## config.mk

```make
export PLATFORM = sky130hd
export DESIGN_NAME = rr_req_gnt_arb
export DESIGN_NICKNAME = d
export VERILOG_FILES = /design/src/rtl/arb_pkg.sv /design/src/rtl/rr_pick_n.sv /design/src/rtl/rr_req_gnt_arb.sv
export SDC_FILE = /design/constraint.sdc
export NUM_CORES = 1
export LEC_CHECK = 0
export ABC_CLOCK_PERIOD_IN_PS = 5740
export BUFFER_PORTS_ARGS = -buffer_cell sky130_fd_sc_hd__buf_2
export CAP_MARGIN = 15
export CORE_UTILIZATION = 58
export DETAILED_ROUTE_END_ITERATION = 8
export GPL_ROUTABILITY_DRIVEN = 0
export GPL_TIMING_DRIVEN = 0
export PLACE_DENSITY = 0.8
export RECOVER_POWER = 100
export SYNTH_ARGS = -nofsm -noshare
export SYNTH_HDL_FRONTEND = slang
export SYNTH_SLANG_ARGS = --single-unit
```

## constraint.sdc

```tcl
create_clock -name clk -period 5.74 [get_ports clk]
set_input_delay 0 -clock clk [delete_from_list [all_inputs] [get_ports clk]]
set_output_delay 0 -clock clk [all_outputs]
set_load 0.02 [all_outputs]
```

## src/rtl/arb_pkg.sv

```systemverilog
// rtl/arb_pkg.sv - shared types and round-robin pick helper for the request/grant arbiter
package arb_pkg;

    typedef enum logic {ARB_IDLE, ARB_OWN} arb_state_t;

    localparam int ARB_MAX_N = 16;

    typedef struct packed {
        logic       found;
        logic [3:0] idx;
    } rr_pick_t;

    // Scalar reference form of the pick: first set bit at or after ptr, wrapping mod n_req.
    function automatic rr_pick_t rr_pick(input logic [ARB_MAX_N-1:0] req,
                                         input logic [3:0]           ptr,
                                         input int                   n_req);
        rr_pick_t   res;
        logic [3:0] c;
        res = '0;
        c   = '0;
        for (int k = ARB_MAX_N - 1; k >= 0; k--) begin
            if (k < n_req) begin
                c = 4'((int'(ptr) + k) % n_req);
                if (req[c]) begin
                    res.found = 1'b1;
                    res.idx   = c;
                end
            end
        end
        return res;
    endfunction

endpackage

```

## src/rtl/rr_pick_n.sv

```systemverilog
// rtl/rr_pick_n.sv - combinational rotate / priority-encode / un-rotate round-robin picker
module rr_pick_n #(
    parameter  int N_REQ = 4,
    localparam int IW    = $clog2(N_REQ)
) (
    input  logic [N_REQ-1:0] req,
    input  logic [IW-1:0]    ptr,
    output logic             found,
    output logic [IW-1:0]    idx
);

    localparam logic [IW:0] N_W = (IW+1)'(N_REQ);

    logic [2*N_REQ-1:0] dbl;
    logic [N_REQ-1:0]   rot;
    logic [IW-1:0]      off;
    logic [IW:0]        sum;
    logic [IW:0]        wrapped;

    assign dbl = {req, req} >> ptr;
    assign rot = dbl[N_REQ-1:0];

    always_comb begin
        found = 1'b0;
        off   = '0;
        for (int k = N_REQ - 1; k >= 0; k--) begin
            if (rot[k]) begin
                found = 1'b1;
                off   = k[IW-1:0];
            end
        end
    end

    assign sum     = {1'b0, ptr} + {1'b0, off};
    assign wrapped = (sum >= N_W) ? sum - N_W : sum;
    assign idx     = wrapped[IW-1:0];

endmodule

```

## src/rtl/rr_req_gnt_arb.sv

```systemverilog
// rtl/rr_req_gnt_arb.sv - N-channel round-robin arbiter with hold limit; optional lock via ARB_LOCK_EN
module rr_req_gnt_arb
    import arb_pkg::*;
#(
    parameter  int N_REQ    = 4,
    parameter  int MAX_HOLD = 8,
    localparam int IW       = $clog2(N_REQ),
    localparam int HW       = $clog2(MAX_HOLD + 1)
) (
    input  logic             clk,
    input  logic             rst_n,
    input  logic [N_REQ-1:0] req,
`ifdef ARB_LOCK_EN
    input  logic             lock,
`endif
    output logic [N_REQ-1:0] gnt,
    output logic             gnt_vld,
    output logic [IW-1:0]    gnt_id,
    output logic [HW-1:0]    hold_cnt
);

    localparam logic [HW-1:0] HOLD_MAX = HW'(MAX_HOLD);
    localparam logic [IW-1:0] LAST_ID  = IW'(N_REQ - 1);

    arb_state_t       state, state_n;
    logic [IW-1:0]    ptr, ptr_n;
    logic [N_REQ-1:0] gnt_n;
    logic [IW-1:0]    gnt_id_n;
    logic [HW-1:0]    hold_n;

    logic [N_REQ-1:0] pick_req;
    logic             p_found;
    logic [IW-1:0]    p_idx;
    logic             owner_req;
    logic             lock_hold;
    logic             do_grant;

`ifdef ARB_LOCK_EN
    assign lock_hold = lock;
`else
    assign lock_hold = 1'b0;
`endif

    // The owner sits last in rotation from ptr, so masking it out means a hit is always another channel.
    assign pick_req  = (state == ARB_OWN) ? (req & ~gnt) : req;
    assign owner_req = |(req & gnt);

    rr_pick_n #(.N_REQ(N_REQ)) u_pick (
        .req   (pick_req),
        .ptr   (ptr),
        .found (p_found),
        .idx   (p_idx)
    );

    always_comb begin
        state_n  = state;
        ptr_n    = ptr;
        gnt_n    = gnt;
        gnt_id_n = gnt_id;
        hold_n   = hold_cnt;
        do_grant = 1'b0;

        case (state)
            ARB_IDLE: begin
                if (p_found) do_grant = 1'b1;
            end
            ARB_OWN: begin
                if (!owner_req) begin
                    if (p_found) begin
                        do_grant = 1'b1;
                    end else begin
                        state_n  = ARB_IDLE;
                        gnt_n    = '0;
                        gnt_id_n = '0;
                        hold_n   = '0;
                    end
                end else if (p_found && (hold_cnt == HOLD_MAX) && !lock_hold) begin
                    do_grant = 1'b1;
                end else if (hold_cnt != HOLD_MAX) begin
                    hold_n = hold_cnt + 1'b1;
                end
            end
            default: begin
                state_n = ARB_IDLE;
            end
        endcase

        if (do_grant) begin
            state_n  = ARB_OWN;
            gnt_n    = {{(N_REQ-1){1'b0}}, 1'b1} << p_idx;
            gnt_id_n = p_idx;
            ptr_n    = (p_idx == LAST_ID) ? '0 : p_idx + 1'b1;
            hold_n   = {{(HW-1){1'b0}}, 1'b1};
        end
    end

    always_ff @(posedge clk or negedge rst_n) begin
        if (!rst_n) begin
            state    <= ARB_IDLE;
            ptr      <= '0;
            gnt      <= '0;
            gnt_id   <= '0;
            hold_cnt <= '0;
        end else begin
            state    <= state_n;
            ptr      <= ptr_n;
            gnt      <= gnt_n;
            gnt_id   <= gnt_id_n;
            hold_cnt <= hold_n;
        end
    end

    assign gnt_vld = |gnt;

endmodule
```

==> summary.md, run 1 <==
| Metric | Value |
|---|---|
| Post-detailed-route count of antenna-violating nets | `0` |
| Vias in the first global route | `696` |
| Post-synth ARST share | `100.0%` |
| Clock Tree Buf Depth | `2` |
| Setup violation total in the final timing report | `0` |
| All-Layer GR Usage | `around a quarter` |
| CP required | `around 5.9 ns` |
| Drt total wl | `1.887 mm` |
| Worst slew pin tran | `1.230 ns` |
| Outcome | `complete, no violations` |
| Final Hold Viols | `0` |
| First-pass GRT wire length | `3.153 mm` |
| Fin crit period | `3.065 ns` |
| Number of remaining DRC errors | `0` |
| Worst r2r path cells | `10` |
| Area delta synth->final | `9.987%` |
| Slew HR | `17.27%` |
| DRT Pass-1 Iters | `4` |
| Largest net degree at the start of global routing | `14` |
| Hold crit path type | `in -> reg` |
| Worst skew pair latency | `around 0.28 ns` |
| Mapped Area | `just over 900 um^2` |
| DR vias/cell | `6.079` |
| DRT iter0 DRCs | `19` |
| Worst-path maximum fanout | `9` |
| Max-cap violations | `0` |
| Nets | `124` |
| Port Buf Inserts | `16` |
| CTS root buffer | `clkbuf_4` |
| Drt wl/cell | `roughly 15 um` |
| Primary FF master, synth | `dfrtp_1` |
| Hold Path Depth | `3` |
| Post-DP HPWL | `1.356 mm` |
| Clock H-tree levels | `1` |
| Setup crit start kind | `flop` |
| CTS tree | `done` |
| Number of enable flip-flop cells after synthesis | `0` |
| WS Path Type | `reg -> reg` |
| Fillers | `133` |
| Register area share after synthesis | `a little over a third` |
| Boundary Pins | `17` |
| Unique masters post-synth | `35` |
| Max Fclk | `326.2 MHz` |
| Synth warn | `0` |
| R2r endpoint | `ptr[1]` |
| Core Box Area | `around 0.0015 mm^2` |
| Syn nets | `102` |
| Row count | `14` |
| Starting Density | `61.54%` |
| Clock sinks | `13` |
| Die Area | `0.001762 mm^2` |
| Reg2reg start | `ptr[0]` |
| Post-CTS Resized | `0` |
| Via Count | `766` |
| Die W | `41.98 um` |
| Syn Inst Count | `89` |
| Crit. End Element | `flop` |
| Reg2reg setup slack | `2.67 ns` |
| Mean area per synthesized cell | `10.42 um^2` |
| Die Y | `41.98 um` |
| Reg clk slew, reported paths | `0.09 ns` |
| Layout Skew | `0.002783 ns` |
| Initial antenna violation count | `0` |
| Share of layout cells above drive strength 1 | `roughly 23%` |
| Endpoint, Worst Hold | `state` |
| RSZ-0062 raised after global routing | `no` |
| Total CTS buffers | `3` |
| Seq cells post-synth | `13` |
| Total global routing overflow | `0` |
| Ant. Diodes | `0` |
| Final period util | `between 50% and 60%` |
| Setup TNS | `0 ns` |
| Min-delay src | `req[0]` |
| WP data arrival | `approximately 3.2 ns` |
| Most frequent cells in the layout | `clkbuf_1, dfrtp_1, nand2_1, ha_1, inv_1` |
| Number of slew-limit violations in the final report | `0` |
through the flow:
| step | area [um^2] | hold slack (ns) | worst slack, ns | utilization (%) | std cells |
|---|---|---|---|---|---|
| 2_1_floorplan | 927.1 | -0.2956 | 3.246 | - | 89 |
| 3_3_place_gp | 1027 | -0.1101 | 3.097 | 68.19 | 121 |
| 3_5_place_dp | 1027 | -0.1009 | 3.035 | 68.19 | 121 |
| 4_1_cts | 1065 | 0.1054 | 2.976 | 70.68 | 126 |
| 5_1_grt | 1020 | 0.1357 | 2.451 | 67.69 | 126 |
| 6_report | 1020 | 0.1120 | 2.675 | 67.69 | 126 |
flip-flops by register name, summed over array words and instances (netlist names):
name	flops
ptr	2
hold_cnt	4
gnt_id	2
gnt	4
state	1
worst max-delay path: stages, from the launching register on:
cell and delay (ns):
dfrtp_1 0.36, clkbuf_1 0.41, mux2_2 0.39, a21oi_1 0.28, nor2_1 0.09, a2bb2oi_1 0.14, o22ai_1 0.16, ha_1 0.30
xor2_1 0.25, ha_1 0.27, mux2_1 0.29
metal layers:
layer	GRT usage [%]	vias to the layer above	routed length (um)
met5	0	-	0
met4	3.871	0	10
met3	5.172	2	68
met2	37.19	19	863
met1	33.43	364	945
li1	-	381	-
cell type report:
cell class | instances | area [um^2] | area share, %
multi-input combinational | 68 | 540.5 | 53.01
buffer | 2 | 8.758 | 0.8589
timing repair buffer | 17 | 75.07 | 7.362
tap | 16 | 20.02 | 1.963
clock buffer | 3 | 22.52 | 2.209
clock inverter | 1 | 5.005 | 0.4908
inverter | 6 | 22.52 | 2.209
sequential | 13 | 325.3 | 31.90
cells in the mapped netlist, drive strengths merged, types with 2 or more instances:
| master | n | area share [%] |
|---|---|---|
| buf | 2 | 1.3 |
| dfrtp | 13 | 35 |
| ha | 7 | 9.4 |
| a31oi | 2 | 1.3 |
| inv | 6 | 2.4 |
| mux2 | 6 | 7.7 |
| nand3 | 2 | 1.1 |
| a21oi | 5 | 4.3 |
| mux2i | 5 | 5.4 |
| o221a | 5 | 6.1 |
| nor2 | 6 | 2.7 |
| nand2 | 7 | 2.8 |
| o21ai | 5 | 2.7 |
what timing repair did:
action | CTS | global route
endpoints found under the hold margin | 13 | 0
hold buffers | 1 | 0
setup buffers | 0 | 0
cell families (layout without fill, tap and decap cells):
| kind of cell | after synthesis | after routing | share of synthesized area [%] |
|---|---|---|---|
| compound gates | 25 | 25 | 22.40 |
| simple gates | 22 | 22 | 13.09 |
| flops | 13 | 13 | 35.09 |
| mux | 11 | 11 | 13.09 |
| fa+ha+maj | 8 | 8 | 10.66 |
| buf+inv | 8 | 29 | 3.778 |
| xor+xnor | 2 | 2 | 1.890 |
worst max path at each step:
| stage | endpoint | startpoint | slack (ns) |
|---|---|---|---|
| floorplan | ptr[1] | ptr[0] | 3.25 |
| global placement | ptr[1] | ptr[0] | 3.10 |
| detailed placement | ptr[1] | ptr[0] | 3.03 |
| CTS | ptr[0] | ptr[0] | 2.98 |
| global route | ptr[1] | ptr[0] | 2.45 |
| finish | ptr[1] | ptr[0] | 2.67 |
Power of run 1 is left out: the tool's default activity adds up to more than one toggle a clock period on the data nets, which glitch-free logic cannot reach.
==> run 2, diff against run 1 <==
--- a/config.mk
+++ b/config.mk
@@ -5,14 +5,14 @@
 export SDC_FILE = /design/constraint.sdc
 export NUM_CORES = 1
 export LEC_CHECK = 0
-export ABC_CLOCK_PERIOD_IN_PS = 5740
+export ABC_CLOCK_PERIOD_IN_PS = 2600
 export BUFFER_PORTS_ARGS = -buffer_cell sky130_fd_sc_hd__buf_2
 export CAP_MARGIN = 15
-export CORE_UTILIZATION = 58
+export CORE_UTILIZATION = 48
 export DETAILED_ROUTE_END_ITERATION = 8
 export GPL_ROUTABILITY_DRIVEN = 0
 export GPL_TIMING_DRIVEN = 0
-export PLACE_DENSITY = 0.8
+export PLACE_DENSITY = 0.7
 export RECOVER_POWER = 100
 export SYNTH_ARGS = -nofsm -noshare
 export SYNTH_HDL_FRONTEND = slang
==> constraint.sdc (replaced) <==
create_clock -name clk -period 2.6 [get_ports clk]
set_input_delay 0 -clock clk [delete_from_list [all_inputs] [get_ports clk]]
set_output_delay 0 -clock clk [all_outputs]
set_load 0.02 [all_outputs]
==> run 2 against run 1 <==
Net effect: clock-buffer cell count rose by 1; register-to-register slack got worse by 2.6 ns; via count increased by 2.9%; die area grew 20%; fmax grew 22%; first-iteration DRC count is 26% higher; global-route usage fell by 4.0 points; non-clock buffer count is 5 higher; sequential share of layout area down 3.3 points; sequential cell count unchanged; final cell count rose by 11%; critical endpoint is now gnt[2].
==> summary.md, run 2 (synthesized netlist as in run 1, its figures left out) <==
| Metric | Value |
|---|---|
| Clock H-tree levels | `1 (unchanged)` |
| First-pass GRT wire length | `2.932 mm (was 3.153 mm)` |
| R2r endpoint | `gnt[2] (was ptr[1])` |
| WS Path Type | `reg -> reg (unchanged)` |
| Slowest cell delay on critical path | `0.40 ns (was 0.41 ns)` |
| Number of remaining DRC errors | `0 (unchanged)` |
| DRT Pass-1 Iters | `4 (unchanged)` |
| Share of layout cells above drive strength 1 | `32.17% (was 22.73%)` |
| Fin crit period | `2.506 ns (was 3.065 ns)` |
| Number of slew-limit violations in the final report | `0 (unchanged)` |
| GR Util met3 | `5.952% (was 5.172%)` |
| Worst-path maximum fanout | `8 (was 9)` |
| Ant. Diodes | `0 (unchanged)` |
| WP data arrival | `2.67 ns (was 3.23 ns)` |
| Min-delay src | `req[1] (was req[0])` |
| CP cell instances | `buf_6 -> buf_4 -> mux2i_1 -> a21oi_4 -> or2_1 -> maj3_2 -> xor2_2 -> buf_4 -> ha_1 -> o221a_2 (was clkbuf_1 -> mux2_2 -> a21oi_1 -> nor2_1 -> a2bb2oi_1 -> o22ai_1 -> ha_1 -> xor2_1 -> ha_1 -> mux2_1)` |
| Outcome | `complete, no violations (unchanged)` |
| Hold crit path type | `in -> reg (unchanged)` |
| RSZ-0062 raised after global routing | `no (unchanged)` |
| Top Registers | `gnt x4, hold_cnt x4 (unchanged)` |
| CTS tree | `done (unchanged)` |
| Total global routing overflow | `0 (unchanged)` |
| CP dominant cell by count | `buf_4 (was ha_1)` |
| Reg2reg start | `ptr[0] (unchanged)` |
| Drt wl/cell | `14.05 um (was 14.98 um)` |
| Max Fclk | `399.0 MHz (was 326.2 MHz)` |
| Global routing usage on met1 | `27.83% (was 33.43%)` |
| Most frequent cells in the layout | `clkbuf_1, dfrtp_1, nand2_1 (was clkbuf_1, dfrtp_1, nand2_1, ha_1, inv_1)` |
| Die Area | `0.002111 mm^2 (was 0.001762 mm^2)` |
| All-Layer GR Usage | `19.38% (was 23.42%)` |
| Reg clk slew, reported paths | `0.07 ns (was 0.09 ns)` |
| Layout Skew | `0.002098 ns (was 0.002783 ns)` |
| Post-DP HPWL | `1.378 mm (was 1.356 mm)` |
| Worst r2r path cells | `10 (unchanged)` |
| Core Box Area | `0.001764 mm^2 (was 0.001506 mm^2)` |
| Row count | `15 (was 14)` |
| Final period util | `96.39% (was 53.41%)` |
| CTS root buffer | `clkbuf_4 (unchanged)` |
| Design Area, Final | `0.001136 mm^2 (was 0.001020 mm^2)` |
| Clock sinks | `13 (unchanged)` |
| Die Y | `45.95 um (was 41.98 um)` |
| Worst slew pin tran | `0.7716 ns (was 1.230 ns)` |
| Port Buf Inserts | `16 (unchanged)` |
| DRT iter0 DRCs | `24 (was 19)` |
| Area delta synth->final | `22.54% (was 9.987%)` |
| Worst skew pair latency | `0.27 ns (was 0.28 ns)` |
| Vias in the first global route | `659 (was 696)` |
| DR vias/cell | `5.629 (was 6.079)` |
| Boundary Pins | `17 (unchanged)` |
| Setup crit start kind | `flop (unchanged)` |
| Max-cap violations | `0 (unchanged)` |
| CP required | `2.76 ns (was 5.91 ns)` |
| Gr busiest metal | `met2 (unchanged)` |
| Die W | `45.95 um (was 41.98 um)` |
| Clock Tree Buf Depth | `2 (unchanged)` |
| Post-detailed-route count of antenna-violating nets | `0 (unchanged)` |
| Via Count | `788 (was 766)` |
| Final Hold Viols | `0 (unchanged)` |
| Starting Density | `52.55% (was 61.54%)` |
| Initial antenna violation count | `0 (unchanged)` |
| Crit. End Element | `flop (unchanged)` |
| Hold Path Depth | `3 (unchanged)` |
| Setup violation total in the final timing report | `0 (unchanged)` |
| Reg2reg setup slack | `0.09 ns (was 2.67 ns)` |
| Met2 Usage GRT | `28.73% (was 37.19%)` |
| Nets | `129 (was 124)` |
| CP max-delay cell | `dfrtp_1 (was clkbuf_1)` |
| Area of placed instances | `0.001039 mm^2 (was 0.001027 mm^2)` |
| Drt total wl | `1.967 mm (was 1.887 mm)` |
| Endpoint, Worst Hold | `state (unchanged)` |
| Slew HR | `48.13% (was 17.27%)` |
| Largest net degree at the start of global routing | `14 (unchanged)` |
| Total CTS buffers | `3 (unchanged)` |
run 2: worst max path at each step:
stage / from / end / slack [ns] / cells past startpoint
floorplan: ptr[0] / ptr[1] / 0.11 / 10
global placement: ptr[0] / ptr[1] / -0.07 / 10
detailed placement: ptr[0] / ptr[1] / -0.12 / 10
CTS: ptr[0] / ptr[0] / 0.002 / 10
global route: ptr[0] / gnt[0] / 0.003 / 11
finish: ptr[0] / gnt[2] / 0.09 / 10
run 2: area by class of cell:
| type | instances | area, um^2 |
|---|---|---|
| inverter | 6 | 22.52 |
| timing repair buffer | 22 | 112.6 |
| clock buffer | 4 | 26.28 |
| tap | 25 | 31.28 |
| fill | 161 | 628.1 |
| sequential | 13 | 325.3 |
| multi-input combinational | 68 | 601.8 |
| buffer | 2 | 16.27 |
run 2: repair_timing:
item,in CTS,in global routing
hold buffers,1,0
pin swaps,1,6
buffers inserted,1,4
hold endpoints to repair,13,0
gates resized for setup,4,4
endpoints found under the setup margin,2,6
run 2: layer usage:
layer / share of wire, % / up-vias / wire [um]
li1: - / 387 / -
met1: 48 / 379 / 950
met2: 46 / 20 / 911
met3: 5.0 / 2 / 98
met4: 0.31 / 0 / 6
met5: 0 / - / 0
run 2: worst max-delay path, delay by kind of cell (launching register included):
kind / cells / cell delay, ns
buf+inv: 3 / 0.41
flops: 1 / 0.40
mux: 1 / 0.26
fa+ha+maj: 2 / 0.52
xor+xnor: 1 / 0.20
simple gates: 1 / 0.27
compound gates: 2 / 0.35
run 2: per-stage QoR:
stage,setup TNS (ns),cells,utilization [%],setup WS [ns],hold slack [ns]
6_report,0,140,64.40,0.09375,0.1179
5_1_grt,0,140,64.40,0.002688,0.1716
4_1_cts,0,136,62.77,0.001610,0.1180
3_5_place_dp,-0.2063,130,58.87,-0.1228,-0.1016
3_3_place_gp,-0.06639,130,58.87,-0.06639,-0.1084
2_1_floorplan,0,89,-,0.1061,-0.2956
Power of run 2 is left out for the same reason.
==> run 3, diff against run 2 <==
--- a/config.mk
+++ b/config.mk
@@ -8,6 +8,7 @@
 export ABC_CLOCK_PERIOD_IN_PS = 2600
 export BUFFER_PORTS_ARGS = -buffer_cell sky130_fd_sc_hd__buf_2
 export CAP_MARGIN = 15
+export CORE_ASPECT_RATIO = 0.8
 export CORE_UTILIZATION = 48
 export DETAILED_ROUTE_END_ITERATION = 8
 export GPL_ROUTABILITY_DRIVEN = 0
==> run 3 against run 2 <==
Net effect: critical path type unchanged; non-clock buffer count is the same; largest cell class unchanged; cell area decreased by 1.7%; register-to-register slack hardly changed; via count fell by 2.8%; worst setup slack lost 0.012 ns; core utilization rose by 1.0 points.
==> summary.md, run 3 (synthesized netlist as in run 1, its figures left out) <==
| Metric | Value |
|---|---|
| Crit. End Element | `flop (unchanged)` |
| Max Fclk | `397.1 MHz (was 399.0 MHz)` |
| Post-detailed-route count of antenna-violating nets | `0 (unchanged)` |
| CP required | `2.77 ns (was 2.76 ns)` |
| Core Box Area | `0.001708 mm^2 (was 0.001764 mm^2)` |
| Clock H-tree levels | `1 (unchanged)` |
| Reg2reg setup slack | `0.08 ns (was 0.09 ns)` |
| Total CTS buffers | `3 (unchanged)` |
| Drt total wl | `1.940 mm (was 1.967 mm)` |
| Largest net degree at the start of global routing | `14 (unchanged)` |
| Area delta synth->final | `20.51% (was 22.54%)` |
| Row count | `13 (was 15)` |
| Max-cap violations | `0 (unchanged)` |
| DP Worst Slack | `-0.1125 ns (was -0.1228 ns)` |
| Non-filler cells, final | `137 (was 140)` |
| CP Launch Point | `ptr[0] (unchanged)` |
| Reg2reg start | `ptr[0] (unchanged)` |
| Flip-flop and latch area | `325.3 um^2 (unchanged)` |
| Setup crit start kind | `flop (unchanged)` |
| Number of remaining DRC errors | `0 (unchanged)` |
| Inst Count DP | `127 (was 130)` |
| Outcome | `complete, no violations (unchanged)` |
| CP endpoint | `ptr[1] (was gnt[2])` |
| Share of layout cells above drive strength 1 | `31.30% (was 32.17%)` |
| Min-delay src | `req[0] (was req[1])` |
| Drt wl/cell | `14.16 um (was 14.05 um)` |
| Worst skew pair latency | `0.28 ns (was 0.27 ns)` |
| Number of slew-limit violations in the final report | `0 (unchanged)` |
| Via Count | `766 (was 788)` |
| Most frequent cells in the layout | `clkbuf_1, dfrtp_1, nand2_1 (unchanged)` |
| Top Registers | `gnt x4, hold_cnt x4 (unchanged)` |
| Initial antenna violation count | `0 (unchanged)` |
| DRT iter0 DRCs | `21 (was 24)` |
| Setup violation total in the final timing report | `0 (unchanged)` |
| DRT Pass-1 Iters | `4 (unchanged)` |
| DR vias/cell | `5.591 (was 5.629)` |
| All-Layer GR Usage | `21.89% (was 19.38%)` |
| Fillers | `149 (was 161)` |
| Setup ws final | `0.08204 ns (was 0.09375 ns)` |
| Port Buf Inserts | `16 (unchanged)` |
| Final period util | `96.84% (was 96.39%)` |
| Worst-path maximum fanout | `8 (unchanged)` |
| RSZ-0062 raised after global routing | `no (unchanged)` |
| Clock Tree Buf Depth | `2 (unchanged)` |
| Clock sinks | `13 (unchanged)` |
| CTS tree | `done (unchanged)` |
| Layout Skew | `0.006410 ns (was 0.002098 ns)` |
| Reg clk slew, reported paths | `0.08 ns (was 0.07 ns)` |
| Vias in the first global route | `658 (was 659)` |
| CTS root buffer | `clkbuf_4 (unchanged)` |
| Die W | `51.14 um (was 45.95 um)` |
| R2r endpoint | `ptr[1] (was gnt[2])` |
| Worst r2r path cells | `8 (was 10)` |
| Nets | `129 (unchanged)` |
| Ant. Diodes | `0 (unchanged)` |
| Slew HR | `45.36% (was 48.13%)` |
| Die Area | `0.002112 mm^2 (was 0.002111 mm^2)` |
| Hold crit path type | `in -> reg (unchanged)` |
| Post-DP HPWL | `1.353 mm (was 1.378 mm)` |
| Final Hold Viols | `0 (unchanged)` |
| Fin crit period | `2.518 ns (was 2.506 ns)` |
| First-pass GRT wire length | `3.160 mm (was 2.932 mm)` |
| Starting Density | `54.29% (was 52.55%)` |
| Multi-input gate area in the final layout | `586.8 um^2 (was 601.8 um^2)` |
| Total global routing overflow | `0 (unchanged)` |
| WP data arrival | `2.69 ns (was 2.67 ns)` |
| Boundary Pins | `17 (unchanged)` |
| WS Path Type | `reg -> reg (unchanged)` |
| Worst slew pin tran | `0.8128 ns (was 0.7716 ns)` |
| Die Y | `41.31 um (was 45.95 um)` |
run 3: changes by cell type in the layout (fill, tap and decap cells not counted):
cell,previous run,this run
mux2_4,2,1
a21oi_4,3,2
clkbuf_4,4,3
a21oi_1,1,2
buf_4,4,5
mux2_2,4,5
run 3: critical path, stage by stage (launching register included):
cell and delay [ns]:
dfrtp_1 0.36, buf_6 0.14, mux2_2 0.33, a21oi_1 0.33, nor2_1 0.14, maj3_2 0.37
xor2_2 0.20, ha_1 0.27, mux2_4 0.26
run 3: final cells by class:
type                       instances  share of cell area, %
buffer                             2                  1.456
clock buffer                       4                  2.352
inverter                           6                  2.016
multi-input combinational         68                  52.52
sequential                        13                  29.12
tap                               22                  2.464
timing repair buffer              22                  10.08
run 3: worst min path at each step:
| stage | endpoint | depth (start not counted) |
|---|---|---|
| floorplan | gnt[0] | 0 |
| global placement | state | 1 |
| detailed placement | gnt[1] | 1 |
| CTS | state | 3 |
| global route | state | 3 |
| finish | state | 3 |
run 3: what timing repair did:
action                                 in CTS  in global routing
resized for setup                           4                  2
hold buffers                                1                  0
endpoints found under the hold margin      13                  0
pin swaps                                   0                  4
buffers inserted                            0                  5
setup endpoints to repair                   3                  5
run 3: layer usage:
layer	global-route usage (%)	share of wire (%)
met3	5.797	4.8
met4	9.722	1.6
met2	32.89	43
met1	30.04	51
met5	0	0
run 3: stage by stage:
stage	hold slack [ns]	cell area (um^2)	util, %	setup TNS (ns)
finish	0.1187	1117	65.42	0
detailed placement	-0.1001	1035	60.59	-0.1450
global route	0.1721	1117	65.42	0
floorplan	-0.2956	927.1	-	0
CTS	0.1133	1096	64.18	0
global placement	-0.1045	1035	60.59	-0.06053
Power of run 3 is left out for the same reason.
